### src/rtl/memory_issue_pkg.sv
// Shared definitions for the data-memory issue/receive pair: FSM state
// encoding and access-size codes.
package memory_issue_pkg;

  typedef enum logic {
    IDLE = 1'b0,
    WAIT = 1'b1
  } state_t;

  localparam logic [1:0] SIZE_BYTE = 2'd0;
  localparam logic [1:0] SIZE_HALF = 2'd1;
  localparam logic [1:0] SIZE_WORD = 2'd2;

  // Size code 3 has no wider access behind it, so it behaves as a word.
  function automatic logic [1:0] eff_size(input logic [1:0] log2_bytes);
    return (log2_bytes == 2'd3) ? SIZE_WORD : log2_bytes;
  endfunction

endpackage

### src/rtl/memory_issue_if.sv
// Memory request port: the issue side is the master, the memory the slave.
interface memory_issue_if #(
  parameter int DATA_WIDTH   = 32,
  parameter int ADDRESS_BITS = 32
);
  localparam int NUM_BYTES = DATA_WIDTH / 8;

  logic                    memory_read;
  logic                    memory_write;
  logic [NUM_BYTES-1:0]    memory_byte_en;
  logic [ADDRESS_BITS-1:0] memory_address_out;
  logic [DATA_WIDTH-1:0]   memory_data_out;
  logic                    memory_ready;

  modport master (
    output memory_read, memory_write, memory_byte_en,
           memory_address_out, memory_data_out,
    input  memory_ready
  );

  modport slave (
    input  memory_read, memory_write, memory_byte_en,
           memory_address_out, memory_data_out,
    output memory_ready
  );
endinterface

### src/rtl/memory_issue_store_align.sv
// Combinational lane logic: byte enables, store-data replication and the
// natural-alignment check for one request.
module memory_issue_store_align
  import memory_issue_pkg::*;
#(
  parameter int DATA_WIDTH     = 32,
  parameter int NUM_BYTES      = DATA_WIDTH / 8,
  parameter int LOG2_NUM_BYTES = $clog2(NUM_BYTES)
) (
  input  logic [LOG2_NUM_BYTES-1:0] log2_bytes,
  input  logic [LOG2_NUM_BYTES-1:0] addr_low,
  input  logic [DATA_WIDTH-1:0]     data,
  output logic [NUM_BYTES-1:0]      byte_en,
  output logic [DATA_WIDTH-1:0]     data_out,
  output logic                      misaligned
);

  // Decode size into lane enables, replicated data and the alignment fault.
  always_comb begin
    byte_en    = '1;
    data_out   = data;
    misaligned = 1'b0;
    case (eff_size(log2_bytes))
      SIZE_BYTE: begin
        byte_en  = NUM_BYTES'(1) << addr_low;
        data_out = {NUM_BYTES{data[7:0]}};
      end
      SIZE_HALF: begin
        byte_en    = NUM_BYTES'(2'b11) << {addr_low[LOG2_NUM_BYTES-1:1], 1'b0};
        data_out   = {(NUM_BYTES/2){data[15:0]}};
        misaligned = addr_low[0];
      end
      default: begin
        byte_en    = '1;
        data_out   = data;
        misaligned = |addr_low;
      end
    endcase
  end

endmodule

### src/rtl/memory_issue.sv
// Issue side of the data-memory interface: accepts load/store requests,
// holds each on the memory port until accepted, and registers the load
// descriptor so memory_receive sees it in step with the returned data.
module memory_issue
  import memory_issue_pkg::*;
#(
  parameter int CORE            = 0,
  parameter int DATA_WIDTH      = 32,
  parameter int ADDRESS_BITS    = 32,
  parameter int NUM_BYTES       = DATA_WIDTH / 8,
  parameter int LOG2_NUM_BYTES  = $clog2(NUM_BYTES),
  parameter int SCAN_CYCLES_MIN = 0,
  parameter int SCAN_CYCLES_MAX = 1000
) (
  input  logic                      clock,
  input  logic                      reset,
  input  logic                      req_valid,
  input  logic                      load,
  input  logic                      store,
  input  logic [LOG2_NUM_BYTES-1:0] log2_bytes,
  input  logic                      unsigned_load,
  input  logic [ADDRESS_BITS-1:0]   address_in,
  input  logic [DATA_WIDTH-1:0]     store_data_in,
  output logic                      issue_stall,
  memory_issue_if.master            mem,
  output logic [LOG2_NUM_BYTES-1:0] receive_log2_bytes,
  output logic                      receive_unsigned,
  output logic [ADDRESS_BITS-1:0]   receive_address,
  output logic                      misaligned,
  output logic [ADDRESS_BITS-1:0]   misaligned_address,
  input  logic                      scan
);

  state_t                  state;
  logic [NUM_BYTES-1:0]    align_be;
  logic [DATA_WIDTH-1:0]   align_data;
  logic                    align_mis;
  logic                    accept;
  int                      cycle_count;

  memory_issue_store_align #(
    .DATA_WIDTH     (DATA_WIDTH),
    .NUM_BYTES      (NUM_BYTES),
    .LOG2_NUM_BYTES (LOG2_NUM_BYTES)
  ) u_store_align (
    .log2_bytes (log2_bytes),
    .addr_low   (address_in[LOG2_NUM_BYTES-1:0]),
    .data       (store_data_in),
    .byte_en    (align_be),
    .data_out   (align_data),
    .misaligned (align_mis)
  );

  // Stall depends only on the held request and memory, never on req_valid.
  assign issue_stall = (state == WAIT) && !mem.memory_ready;
  assign accept      = req_valid && (load || store) && !issue_stall;

  // Request FSM and registered memory-port outputs.
  always_ff @(posedge clock) begin
    if (reset) begin
      state                  <= IDLE;
      mem.memory_read        <= 1'b0;
      mem.memory_write       <= 1'b0;
      mem.memory_byte_en     <= '0;
      mem.memory_address_out <= '0;
      mem.memory_data_out    <= '0;
      receive_log2_bytes     <= '0;
      receive_unsigned       <= 1'b0;
      receive_address        <= '0;
      misaligned             <= 1'b0;
      misaligned_address     <= '0;
    end else begin
      misaligned <= 1'b0;
      if (accept && !align_mis) begin
        // Store wins when both load and store are raised.
        state                  <= WAIT;
        mem.memory_read        <= load && !store;
        mem.memory_write       <= store;
        mem.memory_byte_en     <= align_be;
        mem.memory_address_out <= address_in;
        mem.memory_data_out    <= store ? align_data : '0;
        receive_log2_bytes     <= eff_size(log2_bytes);
        receive_unsigned       <= unsigned_load;
        receive_address        <= address_in;
      end else if (accept) begin
        // Faulting request: nothing issued, descriptor left untouched.
        state              <= IDLE;
        mem.memory_read    <= 1'b0;
        mem.memory_write   <= 1'b0;
        misaligned         <= 1'b1;
        misaligned_address <= address_in;
      end else if (state == WAIT && mem.memory_ready) begin
        state            <= IDLE;
        mem.memory_read  <= 1'b0;
        mem.memory_write <= 1'b0;
      end
    end
  end

  // Free-running cycle counter that gates the scan window.
  always_ff @(posedge clock) begin
    if (reset) cycle_count <= 0;
    else       cycle_count <= cycle_count + 1;
  end

`ifndef SYNTHESIS
  // Debug trace of the memory port while scan is enabled.
  always_ff @(posedge clock) begin
    if (scan && cycle_count >= SCAN_CYCLES_MIN && cycle_count <= SCAN_CYCLES_MAX)
      $display("core %0d cycle %0d memory_issue state=%0d rd=%0b wr=%0b be=%h addr=%h data=%h",
               CORE, cycle_count, state, mem.memory_read, mem.memory_write,
               mem.memory_byte_en, mem.memory_address_out, mem.memory_data_out);
  end
`endif

endmodule

### src/flat_wrapper.sv
// flat-port wrapper written by rule: the top's interface ports become plain ports
module memory_issue_flat import memory_issue_pkg::*;
#(
  parameter int CORE            = 0,
  parameter int DATA_WIDTH      = 32,
  parameter int ADDRESS_BITS    = 32,
  parameter int NUM_BYTES       = DATA_WIDTH / 8,
  parameter int LOG2_NUM_BYTES  = $clog2(NUM_BYTES),
  parameter int SCAN_CYCLES_MIN = 0,
  parameter int SCAN_CYCLES_MAX = 1000
)
  (clock, reset, req_valid, load, store, log2_bytes, unsigned_load, address_in, store_data_in, issue_stall, receive_log2_bytes, receive_unsigned, receive_address, misaligned, misaligned_address, scan, mem_memory_read, mem_memory_write, mem_memory_byte_en, mem_memory_address_out, mem_memory_data_out, mem_memory_ready);
  memory_issue_if #(.DATA_WIDTH(DATA_WIDTH), .ADDRESS_BITS(ADDRESS_BITS)) mem_i ();
  input  logic clock;
  input  logic reset;
  input  logic req_valid;
  input  logic load;
  input  logic store;
  input  logic [LOG2_NUM_BYTES-1:0] log2_bytes;
  input  logic unsigned_load;
  input  logic [ADDRESS_BITS-1:0] address_in;
  input  logic [DATA_WIDTH-1:0] store_data_in;
  output logic issue_stall;
  output logic [LOG2_NUM_BYTES-1:0] receive_log2_bytes;
  output logic receive_unsigned;
  output logic [ADDRESS_BITS-1:0] receive_address;
  output logic misaligned;
  output logic [ADDRESS_BITS-1:0] misaligned_address;
  input  logic scan;
  output wire logic [$bits(mem_i.memory_read)-1:0] mem_memory_read;
  output wire logic [$bits(mem_i.memory_write)-1:0] mem_memory_write;
  output wire logic [$bits(mem_i.memory_byte_en)-1:0] mem_memory_byte_en;
  output wire logic [$bits(mem_i.memory_address_out)-1:0] mem_memory_address_out;
  output wire logic [$bits(mem_i.memory_data_out)-1:0] mem_memory_data_out;
  input wire logic [$bits(mem_i.memory_ready)-1:0] mem_memory_ready;
  assign mem_memory_read = mem_i.memory_read;
  assign mem_memory_write = mem_i.memory_write;
  assign mem_memory_byte_en = mem_i.memory_byte_en;
  assign mem_memory_address_out = mem_i.memory_address_out;
  assign mem_memory_data_out = mem_i.memory_data_out;
  assign mem_i.memory_ready = mem_memory_ready;
  memory_issue #(.CORE(CORE), .DATA_WIDTH(DATA_WIDTH), .ADDRESS_BITS(ADDRESS_BITS), .NUM_BYTES(NUM_BYTES), .LOG2_NUM_BYTES(LOG2_NUM_BYTES), .SCAN_CYCLES_MIN(SCAN_CYCLES_MIN), .SCAN_CYCLES_MAX(SCAN_CYCLES_MAX)) u_core (.clock(clock), .reset(reset), .req_valid(req_valid), .load(load), .store(store), .log2_bytes(log2_bytes), .unsigned_load(unsigned_load), .address_in(address_in), .store_data_in(store_data_in), .issue_stall(issue_stall), .mem(mem_i), .receive_log2_bytes(receive_log2_bytes), .receive_unsigned(receive_unsigned), .receive_address(receive_address), .misaligned(misaligned), .misaligned_address(misaligned_address), .scan(scan));
endmodule
### config.mk
export PLATFORM = sky130hd
export DESIGN_NAME = memory_issue_flat
export DESIGN_NICKNAME = d
export VERILOG_FILES = /design/src/rtl/memory_issue_pkg.sv /design/src/rtl/memory_issue_if.sv /design/src/rtl/memory_issue_store_align.sv /design/src/rtl/memory_issue.sv /design/src/flat_wrapper.sv
export SDC_FILE = /design/constraint.sdc
export NUM_CORES = 1
export LEC_CHECK = 0
export CORE_MARGIN = 2
export CORE_UTILIZATION = 47
export DETAILED_ROUTE_END_ITERATION = 8
export GPL_TIMING_DRIVEN = 0
export PLACE_DENSITY = 0.89
export SYNTH_ARGS = -nofsm -noshare
export SYNTH_HDL_FRONTEND = slang
export SYNTH_SLANG_ARGS = --single-unit
### constraint.sdc
create_clock -name clock -period 3.45 [get_ports clock]
set_input_delay 0.345 -clock clock [delete_from_list [all_inputs] [get_ports clock]]
set_output_delay 0.345 -clock clock [all_outputs]
set_load 0.03 [all_outputs]
Word-level counts from Yosys, hierarchy flattened
Index checks and enable logic that the tools add are counted.
{"block": "classes", "eq_ne": 2, "n_shift": 2, "n_mux": 11, "bitwise": 1, "n_reduce_logical": 16}
{"cell": "32-bit case mux with 2 select lines", "count": 1}
{"cell": "32-bit two-way mux", "count": 1}
{"cell": "4-bit case mux with 2 select lines", "count": 1}
{"cell": "1-bit logical AND", "count": 6}
{"cell": "1-bit two-way mux", "count": 6}
{"cell": "1-bit zero test", "count": 4}
{"cell": "2-bit OR reduction", "count": 2}
{"cell": "1-bit by 2-bit left shift with 4-bit output (first input constant)", "count": 1}
{"cell": "2-bit by 2-bit left shift with 4-bit output (first input constant)", "count": 1}
{"cell": "3-bit nonzero test", "count": 1}
{"cell": "2-bit by 1-bit equality test with 1-bit output (second input constant)", "count": 1}
{"cell": "2-bit equality test (second input constant)", "count": 1}
{"cell": "2-bit zero test", "count": 1}
{"cell": "2-bit two-way mux", "count": 1}
{"cell": "1-bit case mux with 2 select lines", "count": 1}
{"cell": "2-bit AND reduction", "count": 1}
{"cell": "1-bit logical OR", "count": 1}
{"cell": "1-bit inverter", "count": 1}
{"block": "word_totals", "reg_bits": 107, "input_bits": 74, "output_inout_bits": 139, "elab_cells": 42}

Longest topological paths before layout
{"block": "logic_depth", "depth_word": 8, "depth_mapped": 7}

Modules after synthesis
A second synthesis with hierarchy kept.
{"block": "hier_totals", "cells_unflattened": 546, "area_unflattened_um2": 5262.5}
{"mod": "memory_issue", "instances": 1, "cells_each": 483, "area_each_um2": 4739.5}
{"mod": "memory_issue_store_align", "instances": 1, "cells_each": 63, "area_each_um2": 523.0}

Worst setup path before layout
OpenSTA, ideal clock, no wires.
{"block": "synth_timing", "path_type": "in2reg", "startpoint": "input port mem_memory_ready", "endpoint": "register u_core.misaligned_address[10]", "arrival_ns": 1.510, "required_time_ns": 3.330, "slack_ns": 1.820, "stages": 7, "path_cell_list": "nand2b_1 -> buf_4 -> inv_2 -> or4_1 -> buf_2 -> buf_6 -> mux2i_1"}
{"block": "synth_via", "elab_chain_cells": 7}
{"element": "start: declaration", "line_no": "flat_wrapper.sv:35", "source": "input wire logic [$bits(mem_i.memory_ready)-1:0] mem_memory_ready;"}
{"element": "1-bit zero test *", "line_no": "memory_issue.sv:55", "source": "assign issue_stall = (state == WAIT) && !mem.memory_ready;"}
{"element": "1-bit logical AND *", "line_no": "memory_issue.sv:55"}
{"element": "1-bit zero test *", "line_no": "memory_issue.sv:56", "source": "assign accept = req_valid && (load || store) && !issue_stall;"}
{"element": "1-bit logical AND *", "line_no": "memory_issue.sv:56"}
{"element": "1-bit logical AND", "line_no": "memory_issue.sv:74", "source": "if (accept && !align_mis) begin"}
{"element": "1-bit inverter (no line)"}
{"element": "2-bit AND reduction (no line) *"}
{"element": "end signal: assignment", "line_no": "memory_issue.sv:91", "source": "misaligned_address <= address_in;"}
{"element": "end: declaration", "line_no": "memory_issue.sv:30", "source": "output logic [ADDRESS_BITS-1:0] misaligned_address,"}
Every way passes the cells marked *; elsewhere a longest branch is shown, timed or not.
A chain may end at the register's enable or synchronous reset.

Worst setup path after layout
{"block": "layout_timing", "startpoint": "input port mem_memory_ready", "endpoint": "output port issue_stall"}
{"block": "layout_via", "elab_chain_cells": 2}
{"element": "1-bit zero test", "line_no": "memory_issue.sv:55"}
{"element": "1-bit logical AND", "line_no": "memory_issue.sv:55"}
{"element": "end: declaration", "line_no": "flat_wrapper.sv:23", "source": "output logic issue_stall;"}
No other way between the ends.

==> results.json <==
{
  "cts_setup_buffers": 0,
  "maxSlewHeadroom_pct": 46.29,
  "p_sw_share_pct": 30.34,
  "crit_arrival_ns": 2.29,
  "min_period_ns": 2.633,
  "post_drt_wl_per_cell_um": 16.89,
  "cts-buffers-inserted": 9,
  "status": "completed",
  "cts.sinks": 107,
  "p_per_area_mw_per_mm2": 369.8,
  "n_fill_cell": 808,
  "synthFlopType": "dfxtp_1",
  "endpoint_kind": "primary output",
  "setup_viol": 0,
  "yosysSeqAreaShare_pct": 41.43,
  "antenna_found_initial": 0,
  "vias_per_cell": 5.106,
  "wl_um": 14910,
  "dp_cells": 867,
  "final_area_sq_mm": 0.007665,
  "ys_types": 31,
  "cts_resized": 0,
  "syn2layout_area_growth_pct": 48.26,
  "critPathMaxFanout": 10,
  "gr-total-overflow": 0,
  "drtIter0Drc": 219,
  "layout-drive-gt1-share_pct": 10.50,
  "worst_path_largest_cell_delay_ns": 0.76,
  "dpl_cell_area_sq_mm": 0.007457,
  "vias": 4509,
  "diodes": 0,
  "p_int_uw": 1974,
  "yosys_warnings": 0,
  "rows": 38,
  "synth_area_per_cell_sq_um": 10.02,
  "start_util_pct": 47.90,
  "tightest_slew_ns": 0.7982,
  "switchingPower_uw": 860.1,
  "syn-cell-area_sq_mm": 0.005170,
  "postCtsHoldBufs": 0,
  "cts_root_buffer": "clkbuf_8",
  "die_height_um": 108.9,
  "timing.hold.ws_ns": 0.4804,
  "power_frac_seq_pct": 46.9,
  "gp_congestion": 0.8210,
  "cts_htree_levels": 3,
  "cap_violations": 0,
  "synth_most_common_cell": "nand2b_1",
  "crit_path_frequent_cell": "clkdlybuf4s50_1",
  "finClkSkew_ns": 0.01550,
  "totalPowerFinal_uw": 2834,
  "cts_tree": "done",
  "synthCells": 516,
  "syn_nets": 590,
  "path_class": "in -> out",
  "cp_slowest_cell": "clkdlybuf4s50_1",
  "hold_violations": 0,
  "hold_path_class": "reg -> reg",
  "ir_drop_mv": 0.2879,
  "die_x_um": 108.9,
  "ant_nets": 0,
  "die-area_sq_mm": 0.01185,
  "clock_latency_ns": 0.40,
  "share_comb_of_total_power_pct": 24.3,
  "start_kind": "input port",
  "fmax_mhz": 379.8,
  "clockBufferDepth": 2,
  "synth.top_cells.by_count": "nand2b_1 (132), dfxtp_1 (107), mux2i_1 (97), buf_4 (37), clkbuf_1 (26)",
  "clkPwrFrac_pct": 28.8,
  "required_ns": 3.11,
  "grt_pass1_wl_um": 23140,
  "synth_top_cell_by_area": "dfxtp_1",
  "ios": 213,
  "first_pass_iters": 4,
  "final_cells": 883,
  "grt_start_max_net_pins": 20,
  "finalSetupTns_ns": 0,
  "synth_edf_count": 0,
  "synthArstFlopShare_pct": 0,
  "netlist.area_leader.share_pct": 41.43,
  "clkSlewWorstSetupHoldPaths_ns": 0.10,
  "port_buffers": 211,
  "grt_use_total_pct": 25.39,
  "multiInputGateArea_sq_mm": 0.002572,
  "first_global_vias": 4566,
  "cp_cell_sequence": "clkdlybuf4s50_1 > nand2b_1 > buf_4 > inv_2 > clkbuf_1 > clkdlybuf4s50_1",
  "drv_slew": 0,
  "layout.area.seq_sq_mm": 0.002142,
  "coreArea_sq_mm": 0.01079,
  "final_nets": 812,
  "synth-seq-cells": 107,
  "drc": 0,
  "rsz0062_at_grt": "no",
  "p_leak_uw": 0.002995,
  "finalCritPeriodShare_pct": 76.33,
  "synth.area.top_cells": "dfxtp_1 (41%), mux2i_1 (19%), nand2b_1 (16%), buf_4 (5.4%), mux2_2 (3.5%)",
  "post-dp-hpwl_um": 11650
}
per-stage QoR:
step                      setup slack (ns)  utilization (%)
after global placement              0.8597            69.09
after CTS                           0.8285            71.02
final                               0.8167            71.02
after detailed placement            0.8502            69.09
after global routing                0.7746            71.02
after floorplan                      1.820                -
cell usage in the layout, fill, tap and decap left out, types with 4 or more instances in the layout:
cell / n
clkbuf_1: 26
a21oi_1: 7
nand2_1: 9
o21ai_0: 4
a41oi_1: 4
mux2_2: 16
buf_2: 4
clkdlybuf4s50_1: 211
buf_4: 37
nand3b_1: 9
nand2b_1: 132
o41ai_1: 11
o31ai_1: 8
o211ai_1: 10
nor2b_1: 9
clkbuf_8: 9
mux2i_1: 97
dfxtp_1: 107
kinds of logic (layout without fill, tap and decap cells):
| logic type | count (synthesis) | after routing | synth area share [%] |
|---|---|---|---|
| buffers and inverters | 77 | 304 | 8.809 |
| flip-flops | 107 | 107 | 41.43 |
| AND/OR/NAND/NOR | 166 | 166 | 19.92 |
| AO/OA/AOI/OAI | 53 | 53 | 7.575 |
| multiplexers | 113 | 113 | 22.27 |
layout make-up:
| type | instances | share of cell area (%) |
|---|---|---|
| Buffer | 73 | 5.746 |
| Timing Repair Buffer | 211 | 27.55 |
| Tap cell | 140 | 2.285 |
| Multi-Input combinational cell | 332 | 33.56 |
| Clock inverter | 7 | 1.094 |
| Clock buffer | 9 | 1.616 |
| Inverter | 4 | 0.1959 |
| Sequential cell | 107 | 27.95 |
sequential cells by signal, summed over array words and instances, names as in the netlist, 2 cells and up:
register                       cells
u_core.mem.memory_address_out     32
u_core.mem.memory_byte_en          4
u_core.mem.memory_data_out        32
u_core.misaligned_address         32
u_core.receive_log2_bytes          2
layer usage:
layer	vias up	global-route usage, %	share of wire (%)	wire [um]
li1	2194	-	-	-
met1	2122	29.93	41	6048
met2	152	43.30	50	7424
met3	41	6.276	5.9	882
met4	0	11.72	3.7	558
met5	-	0	0	0
power by group through the flow:
stage	clock network, uW	logic [uW]	registers (uW)
after detailed placement	0	688	1360
after global routing	881	727	1340
after global placement	0	676	1350
after floorplan	0	283	1460
after CTS	834	691	1330
final	816	690	1330
critical path: cells and delay by family:
family                 cells  cell delay (ns)
and+or+nand+nor            1             0.15
buffers and inverters      5             1.79
path summary, 6_finish.rpt:
check        cells after the start  slack [ns]                                             to                                       start
min reg2reg                      2        0.48     u_core.mem.memory_data_out[0]$_SDFFE_PP0P_  u_core.mem.memory_data_out[0]$_SDFFE_PP0P_
max                              6        0.82                                    issue_stall                            mem_memory_ready
max reg2reg                      6        1.49  u_core.mem.memory_address_out[4]$_SDFFE_PP0P_                   u_core.state$_SDFFE_PP0P_
min                              2        0.48     u_core.mem.memory_data_out[0]$_SDFFE_PP0P_  u_core.mem.memory_data_out[0]$_SDFFE_PP0P_
Power figures use the tool's default switching activity.
